===== config.mk =====
export PLATFORM = sky130hd
export DESIGN_NAME = alarm_melody_sequencer
export DESIGN_NICKNAME = d
export VERILOG_FILES = /design/src/rtl/alarm_pkg.sv /design/src/rtl/melody_rom.sv /design/src/rtl/alarm_melody_sequencer.sv
export SDC_FILE = /design/constraint.sdc
export NUM_CORES = 1
export LEC_CHECK = 0
export CAP_MARGIN = 25
export CORE_ASPECT_RATIO = 0.6
export CORE_UTILIZATION = 31
export DETAILED_ROUTE_END_ITERATION = 7
export PLACE_DENSITY = 0.59
export SYNTH_ARGS = -nofsm -noshare
export SYNTH_HDL_FRONTEND = slang
export SYNTH_HIERARCHICAL = 1
export SYNTH_SLANG_ARGS = --single-unit

===== constraint.sdc =====
create_clock -name CLK100MHZ -period 6.4 [get_ports CLK100MHZ]
set_clock_uncertainty 0.1 [all_clocks]
set_input_delay 0.64 -clock CLK100MHZ [delete_from_list [all_inputs] [get_ports CLK100MHZ]]
set_output_delay 0.64 -clock CLK100MHZ [all_outputs]
set_load 0.02 [all_outputs]

===== src/rtl/alarm_pkg.sv =====
// Shared definitions for the alarm melody sequencer: state encoding,
// note half-period constants and the melody ROM contents.
package alarm_pkg;

  localparam int ROM_W = 20;
  localparam int HP_W  = 17;

  typedef logic [1:0] state_t;

  localparam state_t ST_IDLE   = 2'd0;
  localparam state_t ST_PLAY   = 2'd1;
  localparam state_t ST_GAP    = 2'd2;
  localparam state_t ST_SNOOZE = 2'd3;

  localparam logic [HP_W-1:0] HP_A4   = 17'd113636;
  localparam logic [HP_W-1:0] HP_C5   = 17'd95556;
  localparam logic [HP_W-1:0] HP_E5   = 17'd75842;
  localparam logic [HP_W-1:0] HP_G5   = 17'd63776;
  localparam logic [HP_W-1:0] HP_REST = 17'd0;

  // Each entry is {half_period, beats}; a zero half-period is a rest.
  localparam logic [ROM_W-1:0] MELODY [8] = '{
    {HP_C5,   3'd2},
    {HP_E5,   3'd2},
    {HP_G5,   3'd2},
    {HP_REST, 3'd1},
    {HP_G5,   3'd1},
    {HP_E5,   3'd1},
    {HP_C5,   3'd2},
    {HP_REST, 3'd1}
  };

endpackage


===== src/rtl/melody_rom.sv =====
// Combinational melody lookup; kept separate so the tune can be swapped
// without touching the sequencer.
module melody_rom
  import alarm_pkg::*;
(
  input  logic [2:0]       idx_i,
  output logic [ROM_W-1:0] entry_o
);

  assign entry_o = MELODY[idx_i];

endmodule


===== src/rtl/alarm_melody_sequencer.sv =====
// Steps through the melody ROM on an alarm, producing a registered tone
// enable and half-period word for the square-wave tone stage.
module alarm_melody_sequencer
  import alarm_pkg::*;
#(
  parameter int unsigned BEAT_CYCLES  = 25_000_000,
  parameter int unsigned GAP_CYCLES   = 2_500_000,
  parameter int unsigned SNOOZE_BEATS = 1200,
  parameter int unsigned REPEATS      = 60
) (
  input  logic            CLK100MHZ,
  input  logic            reset,
  input  logic            alarm_trigger,
  input  logic            snooze,
  input  logic            stop,
  output logic            tone_en,
  output logic [HP_W-1:0] note_half_period,
  output logic [2:0]      note_idx,
  output logic            active,
  output logic            snoozing,
  output logic            done
);

  localparam int CNT_W  = $clog2(7 * BEAT_CYCLES);
  localparam int BEAT_W = (SNOOZE_BEATS > 1) ? $clog2(SNOOZE_BEATS) : 1;
  localparam int LOOP_W = (REPEATS > 2) ? $clog2(REPEATS) : 1;

  localparam logic [CNT_W-1:0]  GAP_LAST    = CNT_W'(GAP_CYCLES - 1);
  localparam logic [CNT_W-1:0]  BEAT_LAST   = CNT_W'(BEAT_CYCLES - 1);
  localparam logic [BEAT_W-1:0] SNOOZE_LAST = BEAT_W'(SNOOZE_BEATS - 1);
  localparam logic [LOOP_W-1:0] LOOP_LAST   = LOOP_W'((REPEATS > 0) ? REPEATS - 1 : 0);

  state_t            state_q, state_d;
  logic [2:0]        idx_q, idx_d;
  logic [LOOP_W-1:0] loop_q, loop_d;
  logic [CNT_W-1:0]  cnt_q, cnt_d;
  logic [BEAT_W-1:0] beat_q, beat_d;
  logic [CNT_W-1:0]  play_last_q, play_last_d;
  logic              tone_en_q, tone_en_d;
  logic [HP_W-1:0]   hp_q, hp_d;
  logic              done_q, done_d;
  logic [ROM_W-1:0]  next_entry;
  logic [31:0]       play_len;

  // Outputs are registered, so the ROM is read at the note about to be shown.
  melody_rom u_rom (
    .idx_i   (idx_d),
    .entry_o (next_entry)
  );

  always_comb begin
    state_d = state_q;
    idx_d   = idx_q;
    loop_d  = loop_q;
    done_d  = 1'b0;

    case (state_q)
      ST_IDLE: begin
        if (alarm_trigger) begin
          state_d = ST_PLAY;
          idx_d   = 3'd0;
          loop_d  = '0;
        end
      end
      ST_PLAY: begin
        if (cnt_q == play_last_q) state_d = ST_GAP;
      end
      ST_GAP: begin
        if (cnt_q == GAP_LAST) begin
          if (idx_q != 3'd7) begin
            state_d = ST_PLAY;
            idx_d   = idx_q + 3'd1;
          end else if (REPEATS == 0 || loop_q < LOOP_LAST) begin
            state_d = ST_PLAY;
            idx_d   = 3'd0;
            if (REPEATS != 0) loop_d = loop_q + 1'b1;
          end else begin
            state_d = ST_IDLE;
            idx_d   = 3'd0;
            loop_d  = '0;
            done_d  = 1'b1;
          end
        end
      end
      default: begin
        if (cnt_q == BEAT_LAST && beat_q == SNOOZE_LAST) begin
          state_d = ST_PLAY;
          idx_d   = 3'd0;
          loop_d  = '0;
        end
      end
    endcase

    if ((state_q == ST_PLAY || state_q == ST_GAP) && snooze) begin
      state_d = ST_SNOOZE;
      idx_d   = 3'd0;
      loop_d  = '0;
      done_d  = 1'b0;
    end

    if (stop) begin
      state_d = ST_IDLE;
      idx_d   = 3'd0;
      loop_d  = '0;
      done_d  = 1'b0;
    end

    // Counters restart on every state entry; snooze rolls cycles into beats.
    if (state_d != state_q || state_q == ST_IDLE) begin
      cnt_d  = '0;
      beat_d = '0;
    end else if (state_q == ST_SNOOZE && cnt_q == BEAT_LAST) begin
      cnt_d  = '0;
      beat_d = beat_q + 1'b1;
    end else begin
      cnt_d  = cnt_q + 1'b1;
      beat_d = beat_q;
    end

    play_len    = 32'(next_entry[2:0]) * BEAT_CYCLES;
    play_last_d = CNT_W'(play_len - 32'd1);

    tone_en_d = (state_d == ST_PLAY) && (next_entry[ROM_W-1:3] != '0);
    hp_d      = (state_d == ST_PLAY || state_d == ST_GAP) ? next_entry[ROM_W-1:3] : '0;
  end

  always_ff @(posedge CLK100MHZ) begin
    if (reset) begin
      state_q     <= ST_IDLE;
      idx_q       <= 3'd0;
      loop_q      <= '0;
      cnt_q       <= '0;
      beat_q      <= '0;
      play_last_q <= '0;
      tone_en_q   <= 1'b0;
      hp_q        <= '0;
      done_q      <= 1'b0;
    end else begin
      state_q     <= state_d;
      idx_q       <= idx_d;
      loop_q      <= loop_d;
      cnt_q       <= cnt_d;
      beat_q      <= beat_d;
      play_last_q <= play_last_d;
      tone_en_q   <= tone_en_d;
      hp_q        <= hp_d;
      done_q      <= done_d;
    end
  end

  assign tone_en          = tone_en_q;
  assign note_half_period = hp_q;
  assign note_idx         = idx_q;
  assign active           = (state_q == ST_PLAY) || (state_q == ST_GAP);
  assign snoozing         = (state_q == ST_SNOOZE);
  assign done             = done_q;

endmodule


==> qor.json <==
{
  "numClockSinks": 92,
  "unrepaired_setup_endpoints_after_global_routing": "false",
  "power.switching_fraction": 0.2533,
  "worst_slew_margin_rel": 0.4187,
  "synth_top_area_cell": "sky130_fd_sc_hd__dfxtp_1",
  "dp_hpwl_um": 10720,
  "setup_viol": 0,
  "layout_worst_path_cycle_share": 0.9178,
  "start_util": 0.3242,
  "power.share.combinational": 0.117,
  "ys.flop_type": "sky130_fd_sc_hd__dfxtp_1",
  "final_hold_violation_count": 0,
  "synth-seq-cells": 92,
  "power.switching_w": 0.0003352,
  "insertedDiodeCount": 0,
  "gr-total-overflow": 0,
  "p_per_area_nw_per_um2": 206.4,
  "cellLeakagePower_nw": 2.258,
  "post_synth.cell_area_avg_um2": 8.768,
  "final_layout_size_suffix_gt1_frac": 0.08801,
  "placed_cells_incl_taps": 878,
  "max_freq_ghz": 0.1702,
  "ys_async_sr_fraction": 0,
  "syn2layout_area_growth_pct": 13.03,
  "coreArea_um2": 17500,
  "layout_nets": 694,
  "internal_power_w": 0.0009881,
  "global_route.usage.total": 0.1602,
  "startpoint": "cnt_q[10]",
  "clkSlewWorstSetupHoldPaths_ps": 70,
  "count_of_flip_flops_with_a_built_in_enable_after_synthesis": 0,
  "row_count": 37,
  "vias_in_the_first_global_route": 4313,
  "worst_hold_startpoint": "loop_q[1]",
  "worst_skew_pair.late_latency_ps": 350,
  "grt_pass1_wl_um": 23530,
  "ys_top_cells_by_count": "92 x sky130_fd_sc_hd__dfxtp_1, 44 x sky130_fd_sc_hd__nor2_1, 41 x sky130_fd_sc_hd__nor3_1, 39 x sky130_fd_sc_hd__xor2_1, 33 x sky130_fd_sc_hd__xnor2_1",
  "finish.utilization": 0.3664,
  "path_class": "register to register",
  "min_path_type": "register to register",
  "setup_tns_ps": 0,
  "yosysUniqueCellTypes": 82,
  "wl_per_cell_um": 16.13,
  "synth.cell_area_um2": 5673,
  "cp_max_fanout": 11,
  "first_iter_violations": 466,
  "slew_viol_final": 0,
  "clock_tree_root_buffer_cell": "sky130_fd_sc_hd__clkbuf_16",
  "worst-slew-pin-transition_ps": 865.3,
  "yosys_warnings": 6,
  "routed_wirelength_um": 14410,
  "finish.instance_area_um2": 6412,
  "cts-buffers-inserted": 9,
  "die_w_um": 176.6,
  "stdcell_count": 893,
  "synth_sequential_area_ratio": 0.3247,
  "route.detailed.vias_per_inst": 5.314,
  "synth_top_area_frac": 0.3247,
  "finalWeightedCongestion": 0.8785,
  "end_kind": "register",
  "boundary_pin_count": 29,
  "irDropWorstVdd_mv": 0.1308,
  "finalPower_w": 0.001323,
  "ctsLongestPathBuffers": 2,
  "biggest_area_contributors_in_the_synthesized_netlist": "sky130_fd_sc_hd__dfxtp_1 32%, sky130_fd_sc_hd__ha_1 6.8%, sky130_fd_sc_hd__xor2_1 6.0%",
  "post_synth_inst_count": 647,
  "post_cts_gate_resize_count": 0,
  "tritoncts": "built",
  "port-buffer-count": 28,
  "drcViolationCount": 0,
  "floorplan.die.height_um": 106.8,
  "htree_num_levels": 3,
  "start_kind": "register",
  "power_frac_clock": 0.433,
  "die_area_um2": 18860,
  "cp_data_required_time_ps": 6550,
  "number_of_antenna_violations_at_the_first_check_in_global_routing": 0,
  "grt_start_max_net_pins": 40,
  "number_of_routed_nets_with_antenna_violations": 0,
  "worst-endpoint-arrival_ps": 6020,
  "rr_startpoint": "cnt_q[10]",
  "status": "complete, no violations",
  "dr.pass1.iters": 6,
  "detailed_place.area_um2": 6082,
  "post-cts-setup-buffers": 0,
  "drv.max_cap_violation_count": 0,
  "min_period_ps": 5874,
  "power.share.sequential": 0.450,
  "total_vias_in_the_final_route": 4745,
  "count_leader_synth": "sky130_fd_sc_hd__dfxtp_1",
  "postCtsHoldBufs": 0
}
[final timing paths]
path,endpoint,slack [ps],depth (start not counted)
worst min register to register,loop_q[1],370,2
worst max-delay path,play_last_q[27],530,18
worst max register to register,play_last_q[27],530,18
worst min-delay path,loop_q[1],370,2
[per-stage QoR]
step,hold WS (ps),setup WS (ps)
finish,365.4,526.1
global route,398.1,68.07
floorplan,345.6,1295
detailed placement,363.1,394.2
global placement,362.2,736.8
CTS,371.9,442.6
[final cells by class]
type	instances	area (um^2)
Timing Repair Buffer	34	325.3
Clock buffer	9	225.2
Clock inverter	6	88.84
Sequential cell	92	1842
Inverter	21	78.83
Multi-Input combinational cell	497	3560
Fill cell	1786	11090
Tap cell	234	292.8
[worst max-delay path, cell delays in order (launching register included)]
cell and delay, ps:
sky130_fd_sc_hd__dfxtp_1 460, sky130_fd_sc_hd__and4bb_1 270, sky130_fd_sc_hd__nand4_1 380, sky130_fd_sc_hd__o21ai_2 350, sky130_fd_sc_hd__nand2_1 130, sky130_fd_sc_hd__a22oi_1 340, sky130_fd_sc_hd__o32ai_2 190, sky130_fd_sc_hd__mux2_4 340
sky130_fd_sc_hd__inv_1 150, sky130_fd_sc_hd__fa_1 590, sky130_fd_sc_hd__ha_1 240, sky130_fd_sc_hd__inv_1 70, sky130_fd_sc_hd__fa_1 500, sky130_fd_sc_hd__nor2_1 190, sky130_fd_sc_hd__o211a_1 320, sky130_fd_sc_hd__o22ai_1 270
sky130_fd_sc_hd__nor2_1 370, sky130_fd_sc_hd__o211ai_1 180, sky130_fd_sc_hd__o32ai_1 320
[cell families after synthesis]
family / after synthesis / synth area share
other: 1 / 0.0006610
buffers and inverters: 63 / 0.05602
adder cells (fa/ha/maj): 34 / 0.07896
multiplexers: 8 / 0.01588
AO/OA/AOI/OAI: 88 / 0.1248
flip-flops: 92 / 0.3247
XOR/XNOR: 72 / 0.1112
AND/OR/NAND/NOR: 289 / 0.2878
[layout by cell type, fill, tap and decap left out, types with 7 or more instances in the layout]
cell type	instances
sky130_fd_sc_hd__and2_1	24
sky130_fd_sc_hd__and3_1	13
sky130_fd_sc_hd__ha_1	31
sky130_fd_sc_hd__nand3_1	28
sky130_fd_sc_hd__nor2b_1	7
sky130_fd_sc_hd__nand4_1	26
sky130_fd_sc_hd__nor2_1	44
sky130_fd_sc_hd__a21o_1	7
sky130_fd_sc_hd__inv_1	21
sky130_fd_sc_hd__dfxtp_1	92
sky130_fd_sc_hd__xnor2_1	33
sky130_fd_sc_hd__xor2_1	39
sky130_fd_sc_hd__clkbuf_16	9
sky130_fd_sc_hd__nor3_1	39
sky130_fd_sc_hd__clkdlybuf4s50_1	28
sky130_fd_sc_hd__nand2b_1	8
sky130_fd_sc_hd__a21oi_1	9
sky130_fd_sc_hd__o211ai_1	8
sky130_fd_sc_hd__nor4_1	32
sky130_fd_sc_hd__nand2_1	32
[layer usage]
metal / track usage / part of all wire / wire length, um
met5: 0 / 0 / 0
met4: 0.03079 / 0.0090 / 129
met3: 0.06773 / 0.097 / 1397
met2: 0.1798 / 0.33 / 4692
met1: 0.2601 / 0.57 / 8185
[state kept, by name, summed over array words and instances (netlist names)]
| register | count |
|---|---|
| done | 1 |
| cnt_q | 28 |
| note_idx | 3 |
| tone_en | 1 |
| state_q | 2 |
| beat_q | 11 |
| loop_q | 6 |
| play_last_q | 23 |
| note_half_period | 17 |
[power by group through the flow]
stage	combinational, W	clock (W)	sequential [W]
floorplan	0.000110	0	0.000612
global placement	0.000153	0	0.000609
detailed placement	0.000151	0	0.000609
CTS	0.000152	0.000581	0.000596
global route	0.000171	0.000613	0.000597
finish	0.000155	0.000572	0.000596
No activity file was read; power rests on OpenSTA's default activity.
